===== src/rtl/rv4028_bus_target_if.sv =====
// rv4028_bus_target_if: RV4028 external bus pins seen between CPU (master) and memory target (slave)
interface rv4028_bus_target_if;
  logic [31:0] addr;
  logic        rd_n;
  logic [1:0]  wr_n;
  logic [1:0]  msk_n;
  logic [15:0] data_in;
  logic [15:0] data_out;
  logic        data_oe;
  logic        wait_n;
  modport master(output addr, rd_n, wr_n, msk_n, data_in, input data_out, data_oe, wait_n);
  modport slave(input addr, rd_n, wr_n, msk_n, data_in, output data_out, data_oe, wait_n);
endinterface


===== src/rtl/rv4028_bus_target.sv =====
// rv4028_bus_target: windowed RV4028 bus responder with stretched reads and a 2-entry posted write FIFO
module rv4028_bus_target #(
  parameter logic [31:0] BASE_ADDR   = 32'h0000_0000,
  parameter int          ADDR_W      = 11,
  parameter int          WAIT_STATES = 0
) (
  input  logic                  clk,
  input  logic                  rst_n,
  rv4028_bus_target_if.slave    bus,
  output logic                  wr_overflow,
  output logic                  mem_req,
  output logic                  mem_we,
  output logic [ADDR_W-1:0]     mem_addr,
  output logic [15:0]           mem_wdata,
  output logic [1:0]            mem_be,
  input  logic                  mem_gnt,
  input  logic                  mem_rvalid,
  input  logic [15:0]           mem_rdata
);
  localparam int EW = ADDR_W + 18;
  localparam int CW = WAIT_STATES > 0 ? $clog2(WAIT_STATES + 1) : 1;
  typedef enum logic [1:0] {IDLE, RD_ISSUE, RD_DATA, WR_DATA} state_t;
  state_t            state_q, state_d;
  logic [ADDR_W-1:0] addr_q, addr_d;
  logic [CW-1:0]     wcnt_q, wcnt_d;
  logic [15:0]       hold_q, hold_d;
  logic              hold_v_q, hold_v_d, ovf_q, ovf_d;
  logic [1:0]        wptr_q, wptr_d, rptr_q, rptr_d;
  logic [EW-1:0]     fifo_q [2];
  logic [EW-1:0]     fifo_d [2];
  logic [EW-1:0]     head;
  logic              sel, empty, full, start_rd, start_wr, rd_issue, pop, push, push_ok, dv, rd_ready;
  logic              unused_ok;
  assign unused_ok   = bus.addr[0];
  assign sel         = bus.addr[31:ADDR_W+1] == BASE_ADDR[31:ADDR_W+1];
  assign empty       = wptr_q == rptr_q;
  assign full        = wptr_q == {~rptr_q[1], rptr_q[0]};
  assign start_wr    = state_q == IDLE && sel && bus.wr_n != 2'b11;
  assign start_rd    = state_q == IDLE && sel && !bus.rd_n && bus.wr_n == 2'b11;
  assign rd_issue    = empty && (start_rd || state_q == RD_ISSUE);
  assign head        = fifo_q[rptr_q[0]];
  assign pop         = !empty && mem_gnt;
  assign push        = state_q == WR_DATA;
  assign push_ok     = push && (!full || pop);
  assign dv          = hold_v_q || mem_rvalid;
  assign rd_ready    = state_q == RD_DATA && dv && wcnt_q == '0;
  assign mem_req     = rd_issue || !empty;
  assign mem_we      = !rd_issue && !empty;
  assign mem_addr    = rd_issue ? (state_q == IDLE ? bus.addr[ADDR_W:1] : addr_q) : head[EW-1 -: ADDR_W];
  assign mem_wdata   = head[17:2];
  assign mem_be      = rd_issue ? 2'b11 : head[1:0];
  assign wr_overflow = ovf_q;
  assign bus.data_oe  = state_q == RD_ISSUE || state_q == RD_DATA;
  assign bus.data_out = state_q == RD_DATA ? (mem_rvalid ? mem_rdata : hold_q) : 16'h0;
  assign bus.wait_n   = !(state_q == RD_ISSUE || (state_q == RD_DATA && !rd_ready));
  always_comb begin
    state_d  = start_wr ? WR_DATA :
               (start_rd || state_q == RD_ISSUE) ? ((rd_issue && mem_gnt) ? RD_DATA : RD_ISSUE) :
               state_q == RD_DATA ? (rd_ready ? IDLE : RD_DATA) : IDLE;
    addr_d   = (start_rd || start_wr) ? bus.addr[ADDR_W:1] : addr_q;
    wcnt_d   = start_rd ? CW'(WAIT_STATES) :
               (state_q == RD_DATA && wcnt_q != '0) ? wcnt_q - CW'(1) : wcnt_q;
    hold_d   = (state_q == RD_DATA && mem_rvalid) ? mem_rdata : hold_q;
    hold_v_d = state_q == RD_DATA && dv;
    wptr_d   = wptr_q + {1'b0, push_ok};
    rptr_d   = rptr_q + {1'b0, pop};
    ovf_d    = ovf_q || (push && !push_ok);
    fifo_d   = fifo_q;
    if (push_ok) fifo_d[wptr_q[0]] = {addr_q, bus.data_in, ~bus.msk_n};
  end
  always_ff @(posedge clk) begin
    if (!rst_n) begin
      state_q  <= IDLE;
      wptr_q   <= '0;
      rptr_q   <= '0;
      ovf_q    <= 1'b0;
      wcnt_q   <= '0;
      hold_v_q <= 1'b0;
    end else begin
      state_q  <= state_d;
      wptr_q   <= wptr_d;
      rptr_q   <= rptr_d;
      ovf_q    <= ovf_d;
      wcnt_q   <= wcnt_d;
      hold_v_q <= hold_v_d;
    end
    addr_q <= addr_d;
    hold_q <= hold_d;
    fifo_q <= fifo_d;
  end
endmodule

===== src/flat_wrapper.sv =====
// flat-port wrapper written by rule: the top's interface ports become plain ports
module rv4028_bus_target_flat 
#(
  parameter logic [31:0] BASE_ADDR   = 32'h0000_0000,
  parameter int          ADDR_W      = 11,
  parameter int          WAIT_STATES = 0
)
  (clk, rst_n, wr_overflow, mem_req, mem_we, mem_addr, mem_wdata, mem_be, mem_gnt, mem_rvalid, mem_rdata, bus_addr, bus_rd_n, bus_wr_n, bus_msk_n, bus_data_in, bus_data_out, bus_data_oe, bus_wait_n);
  rv4028_bus_target_if bus_i ();
  input  logic clk;
  input  logic rst_n;
  output logic wr_overflow;
  output logic mem_req;
  output logic mem_we;
  output logic [ADDR_W-1:0] mem_addr;
  output logic [15:0] mem_wdata;
  output logic [1:0] mem_be;
  input  logic mem_gnt;
  input  logic mem_rvalid;
  input  logic [15:0] mem_rdata;
  input wire logic [$bits(bus_i.addr)-1:0] bus_addr;
  input wire logic [$bits(bus_i.rd_n)-1:0] bus_rd_n;
  input wire logic [$bits(bus_i.wr_n)-1:0] bus_wr_n;
  input wire logic [$bits(bus_i.msk_n)-1:0] bus_msk_n;
  input wire logic [$bits(bus_i.data_in)-1:0] bus_data_in;
  output wire logic [$bits(bus_i.data_out)-1:0] bus_data_out;
  output wire logic [$bits(bus_i.data_oe)-1:0] bus_data_oe;
  output wire logic [$bits(bus_i.wait_n)-1:0] bus_wait_n;
  assign bus_i.addr = bus_addr;
  assign bus_i.rd_n = bus_rd_n;
  assign bus_i.wr_n = bus_wr_n;
  assign bus_i.msk_n = bus_msk_n;
  assign bus_i.data_in = bus_data_in;
  assign bus_data_out = bus_i.data_out;
  assign bus_data_oe = bus_i.data_oe;
  assign bus_wait_n = bus_i.wait_n;
  rv4028_bus_target #(.BASE_ADDR(BASE_ADDR), .ADDR_W(ADDR_W), .WAIT_STATES(WAIT_STATES)) u_core (.clk(clk), .rst_n(rst_n), .bus(bus_i), .wr_overflow(wr_overflow), .mem_req(mem_req), .mem_we(mem_we), .mem_addr(mem_addr), .mem_wdata(mem_wdata), .mem_be(mem_be), .mem_gnt(mem_gnt), .mem_rvalid(mem_rvalid), .mem_rdata(mem_rdata));
endmodule

===== config.mk =====
export PLATFORM = sky130hd
export DESIGN_NAME = rv4028_bus_target_flat
export DESIGN_NICKNAME = d
export VERILOG_FILES = /design/src/rtl/rv4028_bus_target_if.sv /design/src/rtl/rv4028_bus_target.sv /design/src/flat_wrapper.sv
export SDC_FILE = /design/constraint.sdc
export NUM_CORES = 1
export LEC_CHECK = 0
export ABC_AREA = 1
export BUFFER_PORTS_ARGS = -buffer_cell sky130_fd_sc_hd__buf_2
export CAP_MARGIN = 10
export CORE_MARGIN = 2
export CORE_UTILIZATION = 51
export DETAILED_ROUTE_END_ITERATION = 8
export GPL_TIMING_DRIVEN = 0
export MAX_ROUTING_LAYER = met4
export PLACE_DENSITY = 0.79
export SYNTH_ARGS = -nofsm -noshare
export SYNTH_HDL_FRONTEND = slang
export SYNTH_SLANG_ARGS = --single-unit
export TNS_END_PERCENT = 10

===== constraint.sdc =====
create_clock -name clk -period 2.5 [get_ports clk]
set_input_delay 0.125 -clock clk [delete_from_list [all_inputs] [get_ports clk]]
set_output_delay 0.125 -clock clk [all_outputs]
set_load 0.01 [all_outputs]

==> results of run 1 <==
[critical path: cells and delay by family (launching register included)]
family	cells	cell delay (ns)
DFF	1	0.33
buffers and inverters	2	0.41
and+or+nand+nor	2	0.32
adders and majority gates	1	0.76
xor gates and xnor gates	1	0.15
[placed cells by master (no fill, tap or decap), types with 11 or more instances in the layout]
| cell | instances |
|---|---|
| o21ai_0 | 16 |
| inv_1 | 15 |
| mux2i_1 | 11 |
| dlygate4sd3_1 | 44 |
| nor2_1 | 55 |
| buf_2 | 125 |
| o21ai_2 | 11 |
| mux2_2 | 27 |
| edfxtp_1 | 85 |
| nand2_1 | 17 |
[kinds of logic after synthesis]
kind of cell,after synthesis,synth area share [%]
fa+ha+maj,7,2.18
simple gates,91,10.3
buf+inv,29,3.23
mux,38,10.3
compound gates,33,5.25
xor+xnor,4,0.870
flops,94,67.9
[sequential cells by signal (all words and copies together), names as in the netlist]
register,cells
u_core.state_q,2
u_core.wr_overflow,1
u_core.hold_v_q,1
u_core.wptr_q,2
u_core.wcnt_q,1
u_core.rptr_q,2
u_core.hold_q,16
u_core.fifo_q,58
u_core.addr_q,11
[metrics by stage]
| step | util [%] | hold slack [ns] | std cells |
|---|---|---|---|
| final | 70.1 | 0.0454 | 579 |
| after detailed placement | 62.1 | 0.318 | 519 |
| after floorplan | - | 0.218 | 296 |
| after global routing | 70.1 | 0.0334 | 579 |
| after global placement | 61.8 | 0.313 | 518 |
| after CTS | 70.1 | 0.0280 | 579 |
[worst paths after layout]
| kind | end | slack (ns) | cells past startpoint |
|---|---|---|---|
| worst min register to register | u_core.fifo_q[19] | 0.48 | 0 |
| worst min-delay path | u_core.fifo_q[1] | 0.05 | 2 |
| worst max register to register | u_core.fifo_q[38] | 0.23 | 6 |
| worst max-delay path | u_core.fifo_q[38] | 0.23 | 6 |
[power by group through the flow]
stage | clock network, uW | logic [uW] | registers, uW
after CTS | 894 | 152 | 1700
after detailed placement | 0 | 99.1 | 1740
after global routing | 960 | 172 | 1700
after global placement | 0 | 93.5 | 1740
final | 876 | 157 | 1700
after floorplan | 0 | 29.7 | 1740
[layout make-up]
| class | count | area share (%) |
|---|---|---|
| repair buffers | 165 | 19.6 |
| flip-flops and latches | 94 | 50.7 |
| multi-input cells | 173 | 21.7 |
| clock inverters | 7 | 0.906 |
| inverters | 17 | 1.18 |
| plain buffers | 12 | 1.23 |
| well taps | 102 | 2.37 |
| clock buffers | 9 | 2.30 |
[layer usage]
| metal | GRT usage [%] | vias to the layer above | routed length (um) |
|---|---|---|---|
| li1 | - | 1393 | - |
| met1 | 24.6 | 1349 | 3480 |
| met2 | 35.6 | 132 | 4340 |
| met3 | 3.74 | 14 | 624 |
| met4 | 7.23 | 0 | 110 |
| met5 | - | - | 0 |
==> summary.txt, run 1 <==
CRITICAL PATH
-----------------------------------------------------------------------------------------
Critical path origin                                                         u_core.rptr_q[0]
CP Max Fanout                                                                          17
Category of the critical setup timing path                                   flip-flop to flip-flop
Category of the worst setup path capture point                                  flip-flop
Arrival time of data at the critical path endpoint                                2.32 ns
Critical path's largest stage delay                                               0.76 ns
Critical path launch point type                                                 flip-flop
Data required time of the worst path                                              2.55 ns
Beginning of the worst register-to-register path                             u_core.rptr_q[0]
Ordered cell list for the critical path                                      buf_2 -> xnor2_1 -> nor3b_1 -> nor2_1 -> ha_1 -> buf_8
Slowest cell on the critical path                                                    ha_1

SYNTH
-----------------------------------------------------------------------------------------
Most used standard cells in the synthesized netlist                          edfxtp_1, nor2_1, mux2_2
Sequential fraction of the synthesis area                                           67.9%
Post-synthesis area per instance                                                 13.6 um2
Post-Synthesis Cells                                                                  296
Count of flip-flops with a built-in enable after synthesis                             85
Warnings from Yosys                                                                     0
Post-synthesis instance area                                                     4030 um2
Syn Nets                                                                              376
Synth top area share                                                                63.4%
Most numerous cell in the Yosys netlist                                          edfxtp_1
Proportion of register bits with asynchronous set or reset after synthesis             0%
Library cell occupying the most area in the post-synthesis netlist               edfxtp_1
Flip-flop and latch count after synthesis                                              94
Largest cells by area after synthesis                                        edfxtp_1, mux2_2, nor2_1
Most common flop cell mapped by yosys                                            edfxtp_1
Number of distinct standard cells referenced by the synthesized netlist                29

CTS
-----------------------------------------------------------------------------------------
Clock latency of the later-clocked register in the worst-skew pair                0.35 ns
Level count of the clock H-tree                                                         3
CTS Root Buffer Type                                                             clkbuf_8
Clock tree sinks                                                                       94
Hold buffer count at CTS                                                               44
PostCTS Resize Cnt                                                                      0
Buffers inserted during post-CTS setup optimization                                     0
CTS tree                                                                            built
Clock-pin transition on the worst setup and hold timing paths                     0.09 ns
Worst-case clock buffer depth                                                           2
TritonCTS Buffers                                                                       9

STA
-----------------------------------------------------------------------------------------
Setup violations, final                                                                 0
Final TNS setup                                                                      0 ns
Final critical delay including setup and external delays                          2.27 ns
Number of failing hold endpoints at the final stage                                     0
Ratio of final minimum period to clock period                                       90.7%
FMAX                                                                            0.441 GHz
Worst clock skew                                                                0.0144 ns
Setup WS post-layout                                                             0.232 ns
Max transition margin                                                               41.7%
Unrepaired setup endpoints after global routing                                        no
Fin. max-slew vios                                                                      0
Tightest Pin Transition                                                          0.874 ns

PLACEMENT
-----------------------------------------------------------------------------------------
PortBufs                                                                              120
Post-Place Worst Slack                                                           0.253 ns
Routability cong.                                                                   0.782
HPWL Detailed                                                                     5520 um
Placed standard-cell area                                                        4770 um2

POWER
-----------------------------------------------------------------------------------------
Internal power component                                                          2160 uW
Fraction of power spent switching nets                                              21.1%
Combinational cell fraction of total power                                           5.7%
NetSw                                                                              576 uW
Worst voltage drop across the vdd grid                                             282 uV
Leakage power total                                                            0.00227 uW
Pwr/cell area                                                                  508 nW/um2
Proportion of power drawn by the clock network                                      32.0%
Seq pwr share                                                                       62.2%
Power consumption                                                                 2730 uW

DETAILED ROUTING
-----------------------------------------------------------------------------------------
Detail Route Antenna Nets                                                               0
Routed via count                                                                     2888
Detailed-route wire length                                                        8560 um
Length of the first detailed-routing pass in iterations                                 4
Via density per instance                                                             4.99
Initial detailed-routing violation count                                               96
Remaining routing DRC violations                                                        0
Avg WL per Cell                                                                   14.8 um

GLOBAL ROUTE
-----------------------------------------------------------------------------------------
Via count of the first global-routing pass                                           2975
Total global routing overflow                                                           0
Number of antenna violations at the first check in global routing                       0
Wire length of the first global-routing pass                                     13500 um
Total routing usage reported by global routing                                      20.7%
Largest net degree at the start of global routing                                      31

LAYOUT
-----------------------------------------------------------------------------------------
# fillers                                                                             554
Final net count                                                                       552
Antenna diode instance count                                                            0
Multi-input combinational cell area                                              1170 um2
Layout cells sized above 1                                                          40.5%
Growth of design area from synthesis to finish                                      33.7%
Post-route standard cell area excluding fillers                                  5390 um2
Storage element area                                                             2730 um2

HOLD PATH
-----------------------------------------------------------------------------------------
Class of the worst hold path                                                 input pin to flip-flop
Hold_sp                                                                      bus_msk_n[1]

FLOORPLANNING
-----------------------------------------------------------------------------------------
Top-level port count                                                                  123
Die Area                                                                         8620 um2
Width of the die                                                                  92.9 um
Rows                                                                                   32
Core Footprint                                                                   7690 um2
Die outline height                                                                92.9 um
Starting density of the core                                                        52.4%

STATUS
-----------------------------------------------------------------------------------------
Run status                                                                      completed

FLOW RUN
-----------------------------------------------------------------------------------------
Max-cap violations                                                                      0

Power figures use the tool's default switching activity.
==> inputs of run 2 (changes only) <==
BUFFER_PORTS_ARGS = -buffer_cell sky130_fd_sc_hd__buf_4   (was -buffer_cell sky130_fd_sc_hd__buf_2)
==> summary.txt, run 2 (synthesis results as in run 1) <==
STATUS
---------------------------------------------------------------------------------
Run status                                                              completed

PLACEMENT
---------------------------------------------------------------------------------
HPWL Detailed                                                             5630 um   +2.0%
Post-Place Worst Slack                                                   0.280 ns   +0.0270 ns
PortBufs                                                                      120   unchanged
Routability cong.                                                           0.748   -4.3%
Placed standard-cell area                                                5070 um2   +6.3%

LAYOUT
---------------------------------------------------------------------------------
Post-route standard cell area excluding fillers                          5730 um2   +6.3%
Largest register FFs                                                           58   unchanged
Registers with the most flip-flops                                   u_core.fifo_q: 58 flops, u_core.hold_q: 16 flops, u_core.addr_q: 11 flops
Antenna diode instance count                                                    0   unchanged
Finished Core Util                                                          74.5%   +4.4 points
Commonest non-fill, non-tap cell in the layout                              buf_4
Growth of design area from synthesis to finish                              42.2%
Commonest cells after routing, fill and taps aside                   buf_4, edfxtp_1, nor2_1, dlygate4sd3_1, mux2_2
Layout cells sized above 1                                                  40.5%   unchanged
Register bank with the most flops                                    u_core.fifo_q
Final net count                                                               552   unchanged

CRITICAL PATH
---------------------------------------------------------------------------------
Critical path launch point type                                         flip-flop
Ordered cell list for the critical path                              inv_1 -> ha_1 -> nand2_1 -> nor2_1 -> nand4_4 -> nand2_4 -> nand2_4 -> buf_6 -> o21ai_2 -> buf_4
Beginning of the worst register-to-register path                     u_core.rptr_q[0]
Data required time of the worst path                                      2.38 ns   -0.17 ns
Worst reg2reg setup slack                                                 0.29 ns   +0.06 ns
Critical path's largest stage delay                                       0.34 ns   -0.42 ns
CP Max Fanout                                                                  10   -7
Slowest cell on the critical path                                         dfxtp_1
Critical path origin                                                 u_core.state_q[0]
Most used cell, CP                                                        nand2_4
Category of the critical setup timing path                           flip-flop to primary output
Arrival time of data at the critical path endpoint                        2.09 ns   -0.23 ns
Category of the worst setup path capture point                       primary output

HOLD PATH
---------------------------------------------------------------------------------
Class of the worst hold path                                         input pin to flip-flop
Hold_sp                                                              bus_msk_n[1]

FLOORPLANNING
---------------------------------------------------------------------------------
Core Footprint                                                           7690 um2   unchanged
Top-level port count                                                          123   unchanged
Die Area                                                                 8620 um2   unchanged
Die outline height                                                        92.9 um   unchanged
Starting density of the core                                                52.4%   unchanged
Rows                                                                           32   unchanged
Width of the die                                                          92.9 um   unchanged

STA
---------------------------------------------------------------------------------
Tightest Pin Transition                                                  0.832 ns   -0.0420 ns
Setup violations, final                                                         0   unchanged
Number of failing hold endpoints at the final stage                             0   unchanged
Final-layout worst hold slack                                           0.0502 ns   +0.00475 ns
Final critical delay including setup and external delays                  2.22 ns   -0.0523 ns
Ratio of final minimum period to clock period                               88.6%   -2.1 points
Fin. max-slew vios                                                              0   unchanged
Setup WS post-layout                                                     0.284 ns   +0.0523 ns
FMAX                                                                    0.451 GHz   +2.4%
Worst clock skew                                                       0.00770 ns   -0.00666 ns
Unrepaired setup endpoints after global routing                                no
Max transition margin                                                       44.5%   +2.8 points

DETAILED ROUTING
---------------------------------------------------------------------------------
Via density per instance                                                     4.99   +0.14%
Routed via count                                                             2892   +0.14%
Avg WL per Cell                                                           14.9 um   +0.69%
Initial detailed-routing violation count                                      125   +30%
Detail Route Antenna Nets                                                       0   unchanged
Length of the first detailed-routing pass in iterations                         4   unchanged
Detailed-route wire length                                                8620 um   +0.69%
Remaining routing DRC violations                                                0   unchanged

CTS
---------------------------------------------------------------------------------
CTS tree                                                                    built
Clock tree sinks                                                               94   unchanged
Level count of the clock H-tree                                                 3   unchanged
TritonCTS Buffers                                                               9   unchanged
Clock latency of the later-clocked register in the worst-skew pair        0.34 ns   about the same
Buffers inserted during post-CTS setup optimization                             0   unchanged
Worst-case clock buffer depth                                                   2   unchanged
Clock-pin transition on the worst setup and hold timing paths             0.08 ns   about the same
CTS Root Buffer Type                                                     clkbuf_8

POWER
---------------------------------------------------------------------------------
Seq pwr share                                                               57.7%   -4.5 points
NetSw                                                                      564 uW   -2.1%
Leakage power total                                                    0.00237 uW   +4.4%
Fraction of power spent switching nets                                      19.1%   -2.0 points
Combinational cell fraction of total power                                   6.4%   +0.7 points
Worst voltage drop across the vdd grid                                     327 uV   +16%
Internal power component                                                  2390 uW   +11%
Proportion of power drawn by the clock network                              35.9%   +3.9 points
Power consumption                                                         2950 uW   +7.9%
Pwr/cell area                                                          515 nW/um2   +1.5%

GLOBAL ROUTE
---------------------------------------------------------------------------------
Largest net degree at the start of global routing                              31   unchanged
Number of antenna violations at the first check in global routing               0   unchanged
Wire length of the first global-routing pass                             13600 um   +0.87%
Total routing usage reported by global routing                              21.1%   +0.38 points
Via count of the first global-routing pass                                   2877   -3.3%
Total global routing overflow                                                   0   unchanged

FLOW RUN
---------------------------------------------------------------------------------
Max-cap violations                                                              0   unchanged

==> run 2: cell types whose count changed in the layout (fill, tap and decap cells not counted), moves of 2 or more <==
cell	delta
buf_2	-120
buf_4	+120
bufinv_16	+2
clkinv_4	-2
==> run 2: per-stage QoR <==
stage	std cells	TNS, ns
6_report	579	0
3_3_place_gp	518	-0.106
5_1_grt	579	0
4_1_cts	579	0
3_5_place_dp	519	0
2_1_floorplan	296	0
==> run 2: worst paths after layout <==
| check | endpoint | cells past startpoint |
|---|---|---|
| min | u_core.fifo_q[30] | 2 |
| max | mem_addr[7] | 10 |
| min reg2reg | u_core.fifo_q[52] | 0 |
| max reg2reg | u_core.fifo_q[37] | 6 |
==> run 2: worst max-delay path: cells and delay by family, from the launching register on <==
kind | cells | cell delay (ns)
flops | 1 | 0.34
buf+inv | 3 | 0.39
simple gates | 5 | 0.66
compound gates | 1 | 0.13
fa+ha+maj | 1 | 0.23
==> run 2: cell type report <==
| cell class | instances | area (um2) |
|---|---|---|
| sequential | 94 | 2730 |
| fill | 501 | 1960 |
| timing repair buffer | 165 | 1360 |
| multi-input combinational | 173 | 1170 |
| clock buffer | 10 | 128 |
| tap | 102 | 128 |
| clock inverter | 6 | 86.3 |
| buffer | 12 | 66.3 |
| inverter | 17 | 63.8 |
==> run 2: repair_timing <==
action	CTS	global route
hold endpoints to repair	60	0
gates resized for setup	0	0
hold buffers	44	0
==> run 2: power by group through the flow <==
stage,Clock [uW],Combinational [uW],Sequential (uW)
floorplan,0,29.7,1740
global placement,0,125,1740
detailed placement,0,129,1740
CTS,1080,185,1700
global route,1140,204,1700
finish,1060,189,1700
==> run 2: metal layers <==
metal  wire, um  track usage, %
met1       3470            25.2
met2       4500            37.0
met3        550            3.66
met4         87            5.88
met5          0               -
==> inputs of run 3 (changes only) <==
clock period = 2.3 ns   (was 2.5 ns; I/O delays follow)
==> summary.txt, run 3 (synthesis results as in run 1) <==
DETAILED ROUTING
----------------------------------------------------------------------------------------
WL met1                                                                          3510 um   +1.0%
Avg WL per Cell                                                                  14.9 um   about the same
Remaining routing DRC violations                                                       0   unchanged
Initial detailed-routing violation count                                             131   +4.8%
Top metal layer carrying routed signals                                             met4
Via density per instance                                                            4.97   -0.41%
Detailed-route wire length                                                       8620 um   about the same
Routed via count                                                                    2880   -0.41%
Detail Route Antenna Nets                                                              0   unchanged
Met2 routed wirelength                                                           4510 um   about the same
Length of the first detailed-routing pass in iterations                                4   unchanged
Amount of wire on met3 after detailed routing                                     514 um   -6.5%

LAYOUT
----------------------------------------------------------------------------------------
Antenna diode instance count                                                           0   unchanged
Final net count                                                                      552   unchanged
Largest register FFs                                                                  58   unchanged
Finished Core Util                                                                 74.6%   +0.098 points
Registers with the most flip-flops                                          u_core.fifo_q: 58 flops, u_core.hold_q: 16 flops, u_core.addr_q: 11 flops
Layout cells sized above 1                                                         41.1%   +0.63 points
Register bank with the most flops                                           u_core.fifo_q
Growth of design area from synthesis to finish                                     42.4%
Number of cells in the finished layout apart from fillers                            579   unchanged
Commonest cells after routing, fill and taps aside                          buf_4, edfxtp_1, nor2_1, dlygate4sd3_1, mux2_2
Commonest non-fill, non-tap cell in the layout                                     buf_4
# fillers                                                                            499   -0.40%

POWER
----------------------------------------------------------------------------------------
Proportion of power drawn by the clock network                                     36.0%   about the same
Leakage power total                                                           0.00237 uW   about the same
Seq pwr share                                                                      57.6%   about the same
Worst voltage drop across the vdd grid                                            355 uV   +8.6%
Combinational cell fraction of total power                                          6.4%   about the same
Pwr/cell area                                                                 560 nW/um2   +8.6%
Fraction of power spent switching nets                                             19.2%   +0.032 points
Internal power component                                                         2590 uW   +8.7%
NetSw                                                                             615 uW   +8.9%

HOLD PATH
----------------------------------------------------------------------------------------
Class of the worst hold path                                                input pin to flip-flop
Hold Path Sink                                                              u_core.fifo_q[30]
Cell depth of the worst min-delay path                                                 2   unchanged
Hold_sp                                                                     bus_msk_n[1]

GLOBAL ROUTE
----------------------------------------------------------------------------------------
Total global routing overflow                                                          0   unchanged
Wire length of the first global-routing pass                                    13600 um   unchanged
Number of antenna violations at the first check in global routing                      0   unchanged
Largest net degree at the start of global routing                                     31   unchanged
Total routing usage reported by global routing                                     21.1%   unchanged
Via count of the first global-routing pass                                          2877   unchanged

FLOORPLANNING
----------------------------------------------------------------------------------------
Rows                                                                                  32   unchanged
Die outline height                                                               92.9 um   unchanged
Core Footprint                                                                  7690 um2   unchanged
Top-level port count                                                                 123   unchanged
Die Area                                                                        8620 um2   unchanged
Width of the die                                                                 92.9 um   unchanged
Starting density of the core                                                       52.4%   unchanged

CRITICAL PATH
----------------------------------------------------------------------------------------
Critical path launch point type                                                flip-flop
CP Max Fanout                                                                         10   unchanged
Critical path's largest stage delay                                              0.34 ns   about the same
Slowest cell on the critical path                                                dfxtp_1
Category of the worst setup path capture point                              primary output
Category of cells accounting for the largest share of critical-path delay   simple AND/OR/NAND/NOR gates
Beginning of the worst register-to-register path                            u_core.state_q[0]
Reg-to-reg critical path endpoint                                           u_core.hold_q[0]
Number of buffer and inverter stages on the critical path                              3   unchanged
Reg2Reg Depth                                                                          6   unchanged
Data required time of the worst path                                             2.18 ns   -0.20 ns
Arrival time of data at the critical path endpoint                               2.02 ns   -0.07 ns
Category of the critical setup timing path                                  flip-flop to primary output
Ordered cell list for the critical path                                     inv_1 -> ha_2 -> nand2_1 -> nor2_2 -> nand4_4 -> nand2_4 -> nand2_4 -> buf_6 -> o21ai_2 -> buf_4
Most used cell, CP                                                               nand2_4
Worst reg2reg setup slack                                                        0.22 ns   -0.07 ns

STA
----------------------------------------------------------------------------------------
Ratio of final minimum period to clock period                                      92.9%
Setup violations, final                                                                0   unchanged
Unrepaired setup endpoints after global routing                                       no
FMAX                                                                           0.468 GHz
Max transition margin                                                              52.0%   +7.4 points
Final-layout worst hold slack                                                  0.0397 ns   -0.0105 ns
Fin. max-slew vios                                                                     0   unchanged
Number of failing hold endpoints at the final stage                                    0   unchanged
Final TNS setup                                                                     0 ns   unchanged
Tightest Pin Transition                                                         0.720 ns   -0.111 ns
Final critical delay including setup and external delays                         2.14 ns
Worst clock skew                                                              0.00663 ns   -0.00107 ns

CTS
----------------------------------------------------------------------------------------
TritonCTS Buffers                                                                      9   unchanged
Clock-pin transition on the worst setup and hold timing paths                    0.08 ns   about the same
Worst-case clock buffer depth                                                          2   unchanged
CTS Root Buffer Type                                                            clkbuf_8
Clock latency of the later-clocked register in the worst-skew pair               0.34 ns   about the same
CTS tree                                                                           built
Level count of the clock H-tree                                                        3   unchanged
Clock tree sinks                                                                      94   unchanged

PLACEMENT
----------------------------------------------------------------------------------------
Post-placement cell count                                                            519   unchanged
HPWL Detailed                                                                    5630 um   unchanged
PortBufs                                                                             120   unchanged
Routability cong.                                                                  0.748   unchanged

FLOW RUN
----------------------------------------------------------------------------------------
Max-cap violations                                                                     0   unchanged

STATUS
----------------------------------------------------------------------------------------
Run status                                                                     completed

==> run 3: worst max path at each step <==
stage | startpoint | to | slack, ns | cells after the start
after global routing | u_core.state_q[0] | mem_addr[7] | 0.009 | 10
after floorplan | u_core.rptr_q[0] | u_core.fifo_q[0] | 0.27 | 5
after CTS | u_core.rptr_q[0] | u_core.fifo_q[40] | 0.05 | 6
final | u_core.state_q[0] | mem_addr[7] | 0.16 | 10
after detailed placement | u_core.rptr_q[0] | u_core.fifo_q[36] | 0.08 | 6
after global placement | u_core.rptr_q[0] | u_core.fifo_q[7] | -0.21 | 5
==> run 3: metrics by stage <==
step	total power [uW]	instance area [um2]	setup slack (ns)
finish	3210	5730	0.164
global route	3310	5730	0.00904
CTS	3220	5730	0.0540
detailed placement	2030	5070	0.0803
global placement	2020	5050	-0.205
floorplan	1920	4030	0.272
==> run 3: final cells by class <==
cell class | count | area (um2) | share of cell area [%]
clock inverters | 6 | 86.3 | 1.51
well taps | 102 | 128 | 2.23
flip-flops and latches | 94 | 2730 | 47.7
clock buffers | 10 | 128 | 2.23
repair buffers | 165 | 1360 | 23.7
multi-input cells | 173 | 1170 | 20.5
plain buffers | 12 | 66.3 | 1.16
inverters | 17 | 63.8 | 1.11
==> run 3: power by group through the flow <==
stage                     sequential (uW)  clock (uW)  combinational [uW]
after global placement               1890           0                 136
after global routing                 1850        1240                 222
after detailed placement             1890           0                 140
after floorplan                      1890           0                32.3
final                                1850        1150                 205
after CTS                            1850        1170                 201
==> run 3: worst register-to-register path: cells and delay by family (launching register included) <==
kind,cells,cell delay [ns]
flip-flops,1,0.34
adder cells (fa/ha/maj),1,0.14
buffers and inverters,4,1.15
AND/OR/NAND/NOR,1,0.09
==> run 3: timing repair <==
action / CTS / global route
buffers inserted: 0 / 0
gates resized for setup: 0 / 3
hold buffers: 44 / 0
setup endpoints to repair: 0 / 27
endpoints found under the hold margin: 60 / 0
==> run 3: routing by layer <==
metal	vias up	global-route usage, %
met5	-	-
met4	0	5.88
met2	102	37.0
met3	8	3.66
met1	1373	25.2
li1	1397	-
